## config.mk

```make
export PLATFORM = sky130hd
export DESIGN_NAME = pwm_multichannel_flat
export DESIGN_NICKNAME = d
export VERILOG_FILES = /design/src/rtl/pwm_pkg.sv /design/src/rtl/pwm_multichannel_if.sv /design/src/rtl/pwm_timebase.sv /design/src/rtl/pwm_multichannel.sv /design/src/flat_wrapper.sv
export SDC_FILE = /design/constraint.sdc
export NUM_CORES = 1
export LEC_CHECK = 0
export BUFFER_PORTS_ARGS = -buffer_cell sky130_fd_sc_hd__clkbuf_2
export CORE_UTILIZATION = 61
export DETAILED_ROUTE_END_ITERATION = 6
export GPL_ROUTABILITY_DRIVEN = 0
export HOLD_SLACK_MARGIN = 0.12
export PLACE_DENSITY = 0.91
export SYNTH_ARGS = -nofsm -noshare
export SYNTH_HDL_FRONTEND = slang
export SYNTH_HIERARCHICAL = 1
export SYNTH_SLANG_ARGS = --single-unit
```

## constraint.sdc

```tcl
create_clock -name clk -period 7 [get_ports clk]
set_input_delay 0.35 -clock clk [delete_from_list [all_inputs] [get_ports clk]]
set_output_delay 0.35 -clock clk [all_outputs]
set_load 0.005 [all_outputs]
```

## src/rtl/pwm_pkg.sv

```systemverilog
// Shared constants, per-channel config type and the duty compare rule
// for the multichannel PWM block.
package pwm_pkg;

    localparam int PWM_NUM_CH = 16;
    localparam int PWM_CNT_W  = 8;
    localparam int PWM_PRE_W  = 8;

    // Static per-channel controls, gathered so the output stage reads as one unit.
    typedef struct packed {
        logic en_out;
        logic en_pwm;
        logic polarity;
    } ch_cfg_t;

    // Raw PWM level: an all-ones duty is a forced 100%, otherwise high while cnt < duty.
    // Operands are zero-extended to 32 bits; w is the real counter width (1..32).
    function automatic logic duty_hi(input logic [31:0] cnt,
                                     input logic [31:0] duty,
                                     input int          w);
        logic [31:0] all_ones;
        all_ones = 32'hFFFF_FFFF >> (32 - w);
        return (duty == all_ones) || (cnt < duty);
    endfunction

endpackage

```

## src/rtl/pwm_multichannel_if.sv

```systemverilog
// Duty shadow-register write port. The register front end is the master.
interface pwm_multichannel_if #(
    parameter int NUM_CH = 16,
    parameter int CNT_W  = 8
);
    localparam int CH_W = (NUM_CH > 1) ? $clog2(NUM_CH) : 1;

    logic             duty_wr_en;
    logic [CH_W-1:0]  duty_wr_ch;
    logic [CNT_W-1:0] duty_wr_data;

    modport master (
        output duty_wr_en,
        output duty_wr_ch,
        output duty_wr_data
    );

    modport slave (
        input duty_wr_en,
        input duty_wr_ch,
        input duty_wr_data
    );

endinterface

```

## src/rtl/pwm_timebase.sv

```systemverilog
// Prescaler + period counter shared by all channels. Period and prescale are
// double-buffered: new values are only taken at a period boundary or restart.
module pwm_timebase
    import pwm_pkg::*;
#(
    parameter int CNT_W = PWM_CNT_W,
    parameter int PRE_W = PWM_PRE_W
) (
    input  logic             clk,
    input  logic             rst_n,
    input  logic             restart,
    input  logic [CNT_W-1:0] period,
    input  logic [PRE_W-1:0] prescale,
    output logic [CNT_W-1:0] cnt,
    output logic             load,
    output logic             period_start
);

    logic [PRE_W-1:0] pre_cnt;
    logic [PRE_W-1:0] act_prescale;
    logic [CNT_W-1:0] act_period;
    logic             tick;
    logic             boundary;

    // >= rather than == so a smaller value loaded mid-count can never overrun.
    assign tick     = (pre_cnt >= act_prescale);
    assign boundary = tick && (cnt >= act_period);

    // Active-register load strobe for the duty array in the top level.
    assign load = restart || boundary;

    // Counter state; restart beats a boundary, reset beats both.
    always_ff @(posedge clk) begin
        if (!rst_n) begin
            pre_cnt      <= '0;
            cnt          <= '0;
            act_period   <= '1;
            act_prescale <= '0;
            period_start <= 1'b0;
        end else if (restart) begin
            pre_cnt      <= '0;
            cnt          <= '0;
            act_period   <= period;
            act_prescale <= prescale;
            period_start <= 1'b1;
        end else begin
            period_start <= boundary;
            if (tick) pre_cnt <= '0;
            else      pre_cnt <= pre_cnt + PRE_W'(1);
            if (boundary) begin
                cnt          <= '0;
                act_period   <= period;
                act_prescale <= prescale;
            end else if (tick) begin
                cnt <= cnt + CNT_W'(1);
            end
        end
    end

endmodule

```

## src/rtl/pwm_multichannel.sv

```systemverilog
// NUM_CH-channel PWM with per-channel duty, enables and polarity. Duty writes
// land in a shadow array and are copied to the active array at period
// boundaries so an output never sees a half-updated compare value.
module pwm_multichannel
    import pwm_pkg::*;
#(
    parameter int NUM_CH = PWM_NUM_CH,
    parameter int CNT_W  = PWM_CNT_W,
    parameter int PRE_W  = PWM_PRE_W
) (
    input  logic               clk,
    input  logic               rst_n,
    input  logic [NUM_CH-1:0]  en_out,
    input  logic [NUM_CH-1:0]  en_pwm,
    input  logic [NUM_CH-1:0]  polarity,
    input  logic [CNT_W-1:0]   period,
    input  logic [PRE_W-1:0]   prescale,
    pwm_multichannel_if.slave  wr,
    input  logic               restart,
    output logic [NUM_CH-1:0]  out,
    output logic               period_start
);

    localparam int CH_W = (NUM_CH > 1) ? $clog2(NUM_CH) : 1;

    logic [NUM_CH-1:0][CNT_W-1:0] shadow_duty;
    logic [NUM_CH-1:0][CNT_W-1:0] act_duty;
    logic [NUM_CH-1:0]            out_nxt;
    logic [CNT_W-1:0]             cnt;
    logic                         load;
    logic                         wr_hit;

    pwm_timebase #(
        .CNT_W (CNT_W),
        .PRE_W (PRE_W)
    ) u_timebase (
        .clk          (clk),
        .rst_n        (rst_n),
        .restart      (restart),
        .period       (period),
        .prescale     (prescale),
        .cnt          (cnt),
        .load         (load),
        .period_start (period_start)
    );

    // Out-of-range channel indices (non power-of-two NUM_CH) are dropped.
    assign wr_hit = wr.duty_wr_en && (int'(wr.duty_wr_ch) < NUM_CH);

    // Shadow duty registers written from the front end at any time.
    always_ff @(posedge clk) begin
        if (!rst_n) begin
            shadow_duty <= '0;
        end else if (wr_hit) begin
            shadow_duty[wr.duty_wr_ch] <= wr.duty_wr_data;
        end
    end

    // Active duty copies the shadow at a boundary/restart; a write on that
    // same edge is not seen until the following boundary.
    always_ff @(posedge clk) begin
        if (!rst_n) begin
            act_duty <= '0;
        end else if (load) begin
            act_duty <= shadow_duty;
        end
    end

    for (genvar i = 0; i < NUM_CH; i++) begin : g_ch
        ch_cfg_t cfg;
        logic    hi;
        assign cfg = '{en_out: en_out[i], en_pwm: en_pwm[i], polarity: polarity[i]};
        assign hi  = duty_hi(32'(cnt), 32'(act_duty[i]), CNT_W);
        // Disabled output parks at the polarity level; en_pwm=0 holds it active.
        assign out_nxt[i] = (cfg.en_out ? (cfg.en_pwm ? hi : 1'b1) : 1'b0) ^ cfg.polarity;
    end

    // Registered pins, one clock behind the counter.
    always_ff @(posedge clk) begin
        if (!rst_n) out <= '0;
        else        out <= out_nxt;
    end

endmodule
```

## src/flat_wrapper.sv

```systemverilog
// flat-port wrapper written by rule: the top's interface ports become plain ports
module pwm_multichannel_flat import pwm_pkg::*;
#(
    parameter int NUM_CH = PWM_NUM_CH,
    parameter int CNT_W  = PWM_CNT_W,
    parameter int PRE_W  = PWM_PRE_W
)
  (clk, rst_n, en_out, en_pwm, polarity, period, prescale, restart, out, period_start, wr_duty_wr_en, wr_duty_wr_ch, wr_duty_wr_data);
  pwm_multichannel_if #(.NUM_CH(NUM_CH), .CNT_W(CNT_W)) wr_i ();
  input  logic clk;
  input  logic rst_n;
  input  logic [NUM_CH-1:0] en_out;
  input  logic [NUM_CH-1:0] en_pwm;
  input  logic [NUM_CH-1:0] polarity;
  input  logic [CNT_W-1:0] period;
  input  logic [PRE_W-1:0] prescale;
  input  logic restart;
  output logic [NUM_CH-1:0] out;
  output logic period_start;
  input wire logic [$bits(wr_i.duty_wr_en)-1:0] wr_duty_wr_en;
  input wire logic [$bits(wr_i.duty_wr_ch)-1:0] wr_duty_wr_ch;
  input wire logic [$bits(wr_i.duty_wr_data)-1:0] wr_duty_wr_data;
  assign wr_i.duty_wr_en = wr_duty_wr_en;
  assign wr_i.duty_wr_ch = wr_duty_wr_ch;
  assign wr_i.duty_wr_data = wr_duty_wr_data;
  pwm_multichannel #(.NUM_CH(NUM_CH), .CNT_W(CNT_W), .PRE_W(PRE_W)) u_core (.clk(clk), .rst_n(rst_n), .en_out(en_out), .en_pwm(en_pwm), .polarity(polarity), .period(period), .prescale(prescale), .wr(wr_i), .restart(restart), .out(out), .period_start(period_start));
endmodule
```

==> results of run 1 <==
==> logic make-up after synthesis <==
| logic type | count (synthesis) | share of synthesized area |
|---|---|---|
| simple gates | 586 | 0.219 |
| mux | 272 | 0.174 |
| xor+xnor | 6 | 0.00336 |
| flops | 305 | 0.390 |
| fa+ha+maj | 130 | 0.104 |
| buf+inv | 205 | 0.0528 |
| compound gates | 139 | 0.0565 |
==> worst paths after layout <==
kind                                                   startpoint                                end  slack (ns)  cells past startpoint
worst max-delay path                     u_core/u_timebase/cnt[0]               u_core/act_duty[100]        3.40                      9
worst min-delay path                                   en_out[14]                     u_core/out[14]        0.15                      3
worst max register to register           u_core/u_timebase/cnt[0]               u_core/act_duty[100]        3.40                      9
worst min register to register  u_core/u_timebase/act_prescale[5]  u_core/u_timebase/act_prescale[5]        0.46                      2
==> routing by layer <==
layer  wire [um]  GRT usage  vias to the layer above
li1            -          -                     5831
met1       15500      0.318                     5731
met2       17700      0.486                      286
met3        1800     0.0488                      107
met4        1250      0.119                        2
met5          11          0                        -
==> power by group <==
part / total, uW / internal [uW] / switching [uW]
Sequential: 1780 / 1770 / 19.1
Combinational: 276 / 130 / 146
Clock: 1650 / 962 / 691
==> registers in the layout, summed over array words and instances (netlist names) <==
register	cells
u_core/u_timebase/act_prescale	8
u_core/shadow_duty	128
u_core/act_duty	128
u_core/u_timebase/act_period	8
u_core/u_timebase/pre_cnt	8
u_core/u_timebase/period_start	1
u_core/u_timebase/cnt	8
u_core/out	16
==> stage by stage <==
step                      hold slack [ns]  total power [uW]
after global routing                0.142              3830
after CTS                           0.123              3730
after floorplan                     0.426              1990
final                               0.145              3710
after detailed placement            0.453              2080
after global placement              0.445              2070
==> final cells by class <==
type / instances / area, um2
Tap cell: 330 / 413
Sequential cell: 305 / 6110
Antenna cell: 3 / 7.51
Fill cell: 1741 / 7400
Timing Repair Buffer: 151 / 1040
Inverter: 129 / 484
Multi-Input combinational cell: 1133 / 8710
Clock inverter: 16 / 163
Clock buffer: 39 / 846
==> layout by cell type, fill, tap and decap left out, types with 31 or more instances in the layout <==
cell type	netlist	final
dfxtp_1	305	305
nor2b_1	289	289
mux2i_1	272	272
ha_1	130	130
inv_1	129	129
clkbuf_2	0	95
nand2_1	77	77
nand4_1	64	64
nor2_1	58	58
o21ai_0	48	48
dlygate4sd3_1	0	47
clkbuf_16	0	31
==> critical path, delay by kind of cell (launching register included) <==
kind	cells	cell delay, ns
buffers and inverters	2	0.85
muxes	1	0.31
adders and majority gates	1	0.32
DFF	1	1.09
and+or+nand+nor	2	0.18
AOI/OAI and AO/OA	3	0.66
==> metrics.txt, run 1 <==
GR Util All Layers=0.273; Yosys cell types=42; cts bufs inserted=31; vias in the first global route=12100; Synth Area per Inst=9.52 um2; Worst Slack Setup Final=3.40 ns; share of cells above drive strength 1=0.0976; GRT overflow=0; crit path max-delay cell type=dfxtp_1; crit-path max cell delay=1.09 ns; area of the core=25200 um2; Synth Register Bits=305; critical path peak fanout=53; final instance area=17800 um2; Critical Path RT=7.44 ns; post-layout min period=3.60 ns; post-CTS sizing=0; final period utilization=0.514; Place WS=3.53 ns; Final Net Count=1961; Initial Utilization=0.621; residual DRC count=0; Post-synth EDFFs=0; Synth Instances=1643; FMAX=278 MHz; full die area=26300 um2; cell with the most instances after synthesis=dfxtp_1; CTS tree=yes; crit end category=flop; final wirelength=36200 um; final design utilization=0.706; First-pass DRT Iterations=5; hold_buf cts=47; io pins=97; worst path cell trace=inv_1, ha_1, nand2b_1, a21oi_1, o31a_2, o21bai_4, buf_4, mux2i_1, nor2b_1; most common library cells after synthesis=dfxtp_1 (305), nor2b_1 (289), mux2i_1 (272), ha_1 (130), inv_1 (129); Detailed Place HPWL=22000 um; top-area cell type share of the netlist area=0.390; Area contributors post-synth=dfxtp_1 (39%), mux2i_1 (17%), nor2b_1 (12%); Placed Instances=2001; crit path launch type=flop; worst-case clock skew=0.0100 ns; post-synthesis sequential area ratio=0.390; leak pwr=0.00725 uW; area leader, netlist=dfxtp_1; Die Y-Extent=162 um; yosys warns=6; Hold WC Path Type=in2reg; Cell Area, Placed=16300 um2; Std-Cell Rows=58; Mapped Nets=1853; slew margin rel.=0.207; CTS clk-pin slew, worst paths=0.06 ns; routed via count=12000; H-tree depth=1; maximum vdd drop=0.000161 V; drt wl/cell=17.2 um; setup violators final=0; WP data arrival=4.04 ns; largest net degree at the start of global routing=255; max-cap violations=0; initial drt markers=648; Final ANT Viol Nets=0; IO Port Bufs=96; Worst Max-Slew Pin Slew=1.19 ns; Syn-to-layout area delta=13.6%; first-pass GRT wire length=58100 um; critical path class=reg2reg; unrepaired setup endpoints after global routing=no; Clock Sinks=305; power density cells=209 nW/um2; CTS max path bufs=3; CTS root buf=clkbuf_16; Post CTS Setup Buffer Count=0; Post-synth top flop=dfxtp_1; Post-synth ARST share=0; fin. max-slew vios=0; Mapped Area=15600 um2; status=finished, final reports clean; vias per std cell=5.68; Final Hold Vio Count=0; Layout Cells excl Fill=2106; setup TNS=0 ns; die width=162 um; clock insertion delay at the later pin of the skew report=0.56 ns; initial antenna violation count=4
(Power assumes the default switching activity.)
==> run 2: changes to the inputs <==
ABC_AREA = 1   (was unset)
CORE_UTILIZATION = 55   (was 61)
PLACE_DENSITY = 0.87   (was 0.91)
clock period = 3.3 ns   (was 7 ns; I/O delays follow)
==> metrics.txt, run 2 <==
status=finished, final reports clean (unchanged); worst reg2reg path endpoint=u_core/u_timebase/act_prescale[1] (was u_core/act_duty[100]); combinational family with the most area after synthesis=simple AND/OR/NAND/NOR gates (unchanged); WP data arrival=3.45 ns (was 4.04 ns); Yosys cell types=30 (was 42); top-area cell type share of the netlist area=0.423 (was 0.390); drt wl/cell=15.2 um (was 17.2 um); Post-synth top flop=dfxtp_1 (unchanged); Mapped Nets=2143 (was 1853); first-pass GRT wire length=59600 um (was 58100 um); initial drt markers=957 (was 648); io pins=97 (unchanged); Synth Area in Simple Gates=0.211 (was 0.219); biggest regs=u_core/act_duty: 128 flops, u_core/shadow_duty: 128 flops, u_core/out: 16 flops (unchanged); Sw Ratio=0.238 (was 0.231); Syn-to-layout area delta=19.1% (was 13.6%); worst min-delay path endpoint=u_core/u_timebase/period_start (was u_core/out[14]); Die Y-Extent=164 um (was 162 um); area share of xor/xnor cells in the synthesized design=0.00425 (was 0.00336); full die area=26900 um2 (was 26300 um2); most frequent cells in the layout=nor2_1 (316), dfxtp_1 (305), nand2_1 (267) (was dfxtp_1 (305), nor2b_1 (289), mux2i_1 (272)); Synth Register Bits=305 (unchanged); First-pass DRT Iterations=6 (was 5); yosys warns=6 (unchanged); share of cells above drive strength 1=0.100 (was 0.0976); adder-cell share of the synthesized area=0.113 (was 0.104); cell with the most instances after synthesis=nor2_1 (was dfxtp_1); Layout Cells excl Fill=2439 (was 2106); setup violators final=0 (unchanged); compound-cell area share of the yosys netlist=0.165 (was 0.0565); Cell Area, Placed=15100 um2 (was 16300 um2); Hold WC Path Type=in2reg (unchanged); fin. max-slew vios=0 (unchanged); Final Hold Vio Count=0 (unchanged); area leader, netlist=dfxtp_1 (unchanged); leak pwr=0.00804 uW (was 0.00725 uW); Reg-to-Reg Start=u_core/u_timebase/act_prescale[7] (was u_core/u_timebase/cnt[0]); Synth Area per Inst=7.46 um2 (was 9.52 um2); final instance area=17200 um2 (was 17800 um2); H-tree depth=2 (was 1); post-layout min period=3.00 ns (was 3.60 ns); crit path launch type=flop (unchanged); vias per std cell=5.49 (was 5.68); worst path cell trace=inv_1, ha_1, nand2_1, nor2_2, nand4_1, nand3_2, nand2_4, nand2_4, buf_6, nand3_1, nand2_1, dlygate4sd3_1 (was inv_1, ha_1, nand2b_1, a21oi_1, o31a_2, o21bai_4, buf_4, mux2i_1, nor2b_1); IO Port Bufs=96 (unchanged); Synth Instances=1933 (was 1643); GR Util All Layers=0.276 (was 0.273); Clock Sinks=305 (unchanged); most common cell after layout, fill and taps aside=nor2_1 (was dfxtp_1); critical path class=reg2reg (unchanged); CTS root buf=clkbuf_16 (unchanged); worst-case clock skew=0.0153 ns (was 0.0100 ns); clock power share=0.463 (was 0.445); part of the power in registers=0.440 (was 0.481); residual DRC count=0 (unchanged); setup slack, reg-to-reg=0.30 ns (was 3.40 ns); post-synthesis sequential area ratio=0.423 (was 0.390); max-cap violations=0 (unchanged); CTS tree=yes (unchanged); CTS clk-pin slew, worst paths=0.06 ns (about the same); initial antenna violation count=1 (was 4); area of the core=25500 um2 (was 25200 um2); Std-Cell Rows=58 (unchanged); final period utilization=0.910 (was 0.514); Worst Max-Slew Pin Slew=0.726 ns (was 1.19 ns); Post CTS Setup Buffer Count=0 (unchanged); crit-path max cell delay=0.55 ns (was 1.09 ns); Critical Path RT=3.74 ns (was 7.44 ns); fill cell count=1939 (was 1741); clock insertion delay at the later pin of the skew report=0.51 ns (was 0.56 ns); Sw Pwr=2120 uW (was 856 uW); maximum vdd drop=0.000383 V (was 0.000161 V); crit path max-delay cell type=dlygate4sd3_1 (was dfxtp_1); crit end category=flop (unchanged); internal power=6760 uW (was 2860 uW); die width=164 um (was 162 um); most common library cells after synthesis=nor2_1 (316), dfxtp_1 (305), nand2_1 (267), o21ai_0 (256), inv_1 (207) (was dfxtp_1 (305), nor2b_1 (289), mux2i_1 (272), ha_1 (130), inv_1 (129)); Tot Pwr=8880 uW (was 3710 uW); FMAX=333 MHz (was 278 MHz); Mapped Area=14400 um2 (was 15600 um2); routed via count=13400 (was 12000); unrepaired setup endpoints after global routing=no (unchanged); logic gate share of total power=0.097 (was 0.074); largest net degree at the start of global routing=205 (was 255); critical path peak fanout=62 (was 53); final design utilization=0.675 (was 0.706); Final ANT Viol Nets=0 (unchanged); Final Net Count=2294 (was 1961); Placed Instances=2297 (was 2001); CP bufs+invs=3 (was 2); cts bufs inserted=34 (was 31); Hold Crit Start=rst_n (was en_out[14]); Area contributors post-synth=dfxtp_1 (42%), ha_1 (11%), o21ai_0 (8.9%) (was dfxtp_1 (39%), mux2i_1 (17%), nor2b_1 (12%)); Hold Crit Depth=3 (unchanged); CP top delay family=simple AND/OR/NAND/NOR gates (was flip-flops); Initial Utilization=0.566 (was 0.621); vias in the first global route=12700 (was 12100); power density cells=516 nW/um2 (was 209 nW/um2); CTS max path bufs=3 (unchanged); Post-synth ARST share=0 (unchanged); Detailed Place HPWL=21800 um (was 22000 um); setup TNS=0 ns (unchanged); GRT overflow=0 (unchanged); R2R cell count=12 (was 9); slew margin rel.=0.516 (was 0.207); multiplexer area fraction after synthesis=0 (was 0.174); final wirelength=37100 um (was 36200 um); Post-synth EDFFs=0 (unchanged)
[run 2: changes by cell type in the layout (fill, tap and decap cells not counted), sizes merged, moves of 20 or more]
cell         delta
nor2b         -289
mux2i         -272
nor2          +265
dlygate4sd3    +34
a21oi         +163
nand2         +194
inv           +100
o21ai         +208
nand4          -28
nand3b         -20
nor3           +22
nand3          +31
[run 2: kinds of logic after synthesis]
group / Yosys count
adders and majority gates: 130
xor gates and xnor gates: 7
AOI/OAI and AO/OA: 466
buffers and inverters: 305
and+or+nand+nor: 720
DFF: 305
[run 2: worst min-delay path, delay by kind of cell]
family	cells	cell delay, ns
buf+inv	2	0.36
compound gates	1	0.05
[run 2: worst max path at each step]
| stage | from | end | slack (ns) | cells past startpoint |
|---|---|---|---|---|
| floorplan | u_core/u_timebase/cnt[7] | u_core/act_duty[105] | 0.80 | 14 |
| global placement | u_core/u_timebase/act_prescale[7] | u_core/act_duty[19] | 0.75 | 11 |
| detailed placement | u_core/u_timebase/pre_cnt[5] | u_core/act_duty[49] | 0.61 | 11 |
| CTS | u_core/u_timebase/act_prescale[7] | u_core/u_timebase/act_prescale[3] | 0.25 | 12 |
| global route | u_core/u_timebase/act_prescale[7] | u_core/u_timebase/act_prescale[5] | 0.17 | 12 |
| finish | u_core/u_timebase/act_prescale[7] | u_core/u_timebase/act_prescale[1] | 0.30 | 12 |
[run 2: area by class of cell]
type / count / area (um2) / share of cell area
multi-input combinational: 1323 / 7120 / 0.414
antenna: 1 / 2.50 / 0.000146
clock buffer: 49 / 1040 / 0.0606
inverter: 231 / 870 / 0.0506
timing repair buffer: 189 / 1440 / 0.0839
clock inverter: 11 / 196 / 0.0114
tap: 330 / 413 / 0.0240
sequential: 305 / 6110 / 0.355
[run 2: power by group through the flow]
stage	clock (uW)	sequential [uW]	combinational [uW]
after floorplan	0	3970	526
after global placement	0	3980	707
after detailed placement	0	3980	742
after CTS	4150	3910	843
after global routing	4330	3920	967
final	4110	3910	859
[run 2: layer usage]
layer | vias up | share of wire | global-route usage
li1 | 6635 | - | -
met1 | 6241 | 0.42 | 0.325
met2 | 417 | 0.49 | 0.497
met3 | 99 | 0.057 | 0.0394
met4 | 0 | 0.033 | 0.119
met5 | - | 0 | 0
[run 2: timing repair]
item,CTS,global route
endpoints found under the setup margin,0,3
hold buffers,81,0
gates resized for setup,0,1
hold endpoints to repair,33,0
[run 2: stage by stage]
stage / setup WS, ns / hold slack [ns]
finish: 0.297 / 0.134
global route: 0.166 / 0.187
global placement: 0.750 / 0.366
detailed placement: 0.613 / 0.373
floorplan: 0.800 / 0.278
CTS: 0.246 / 0.134
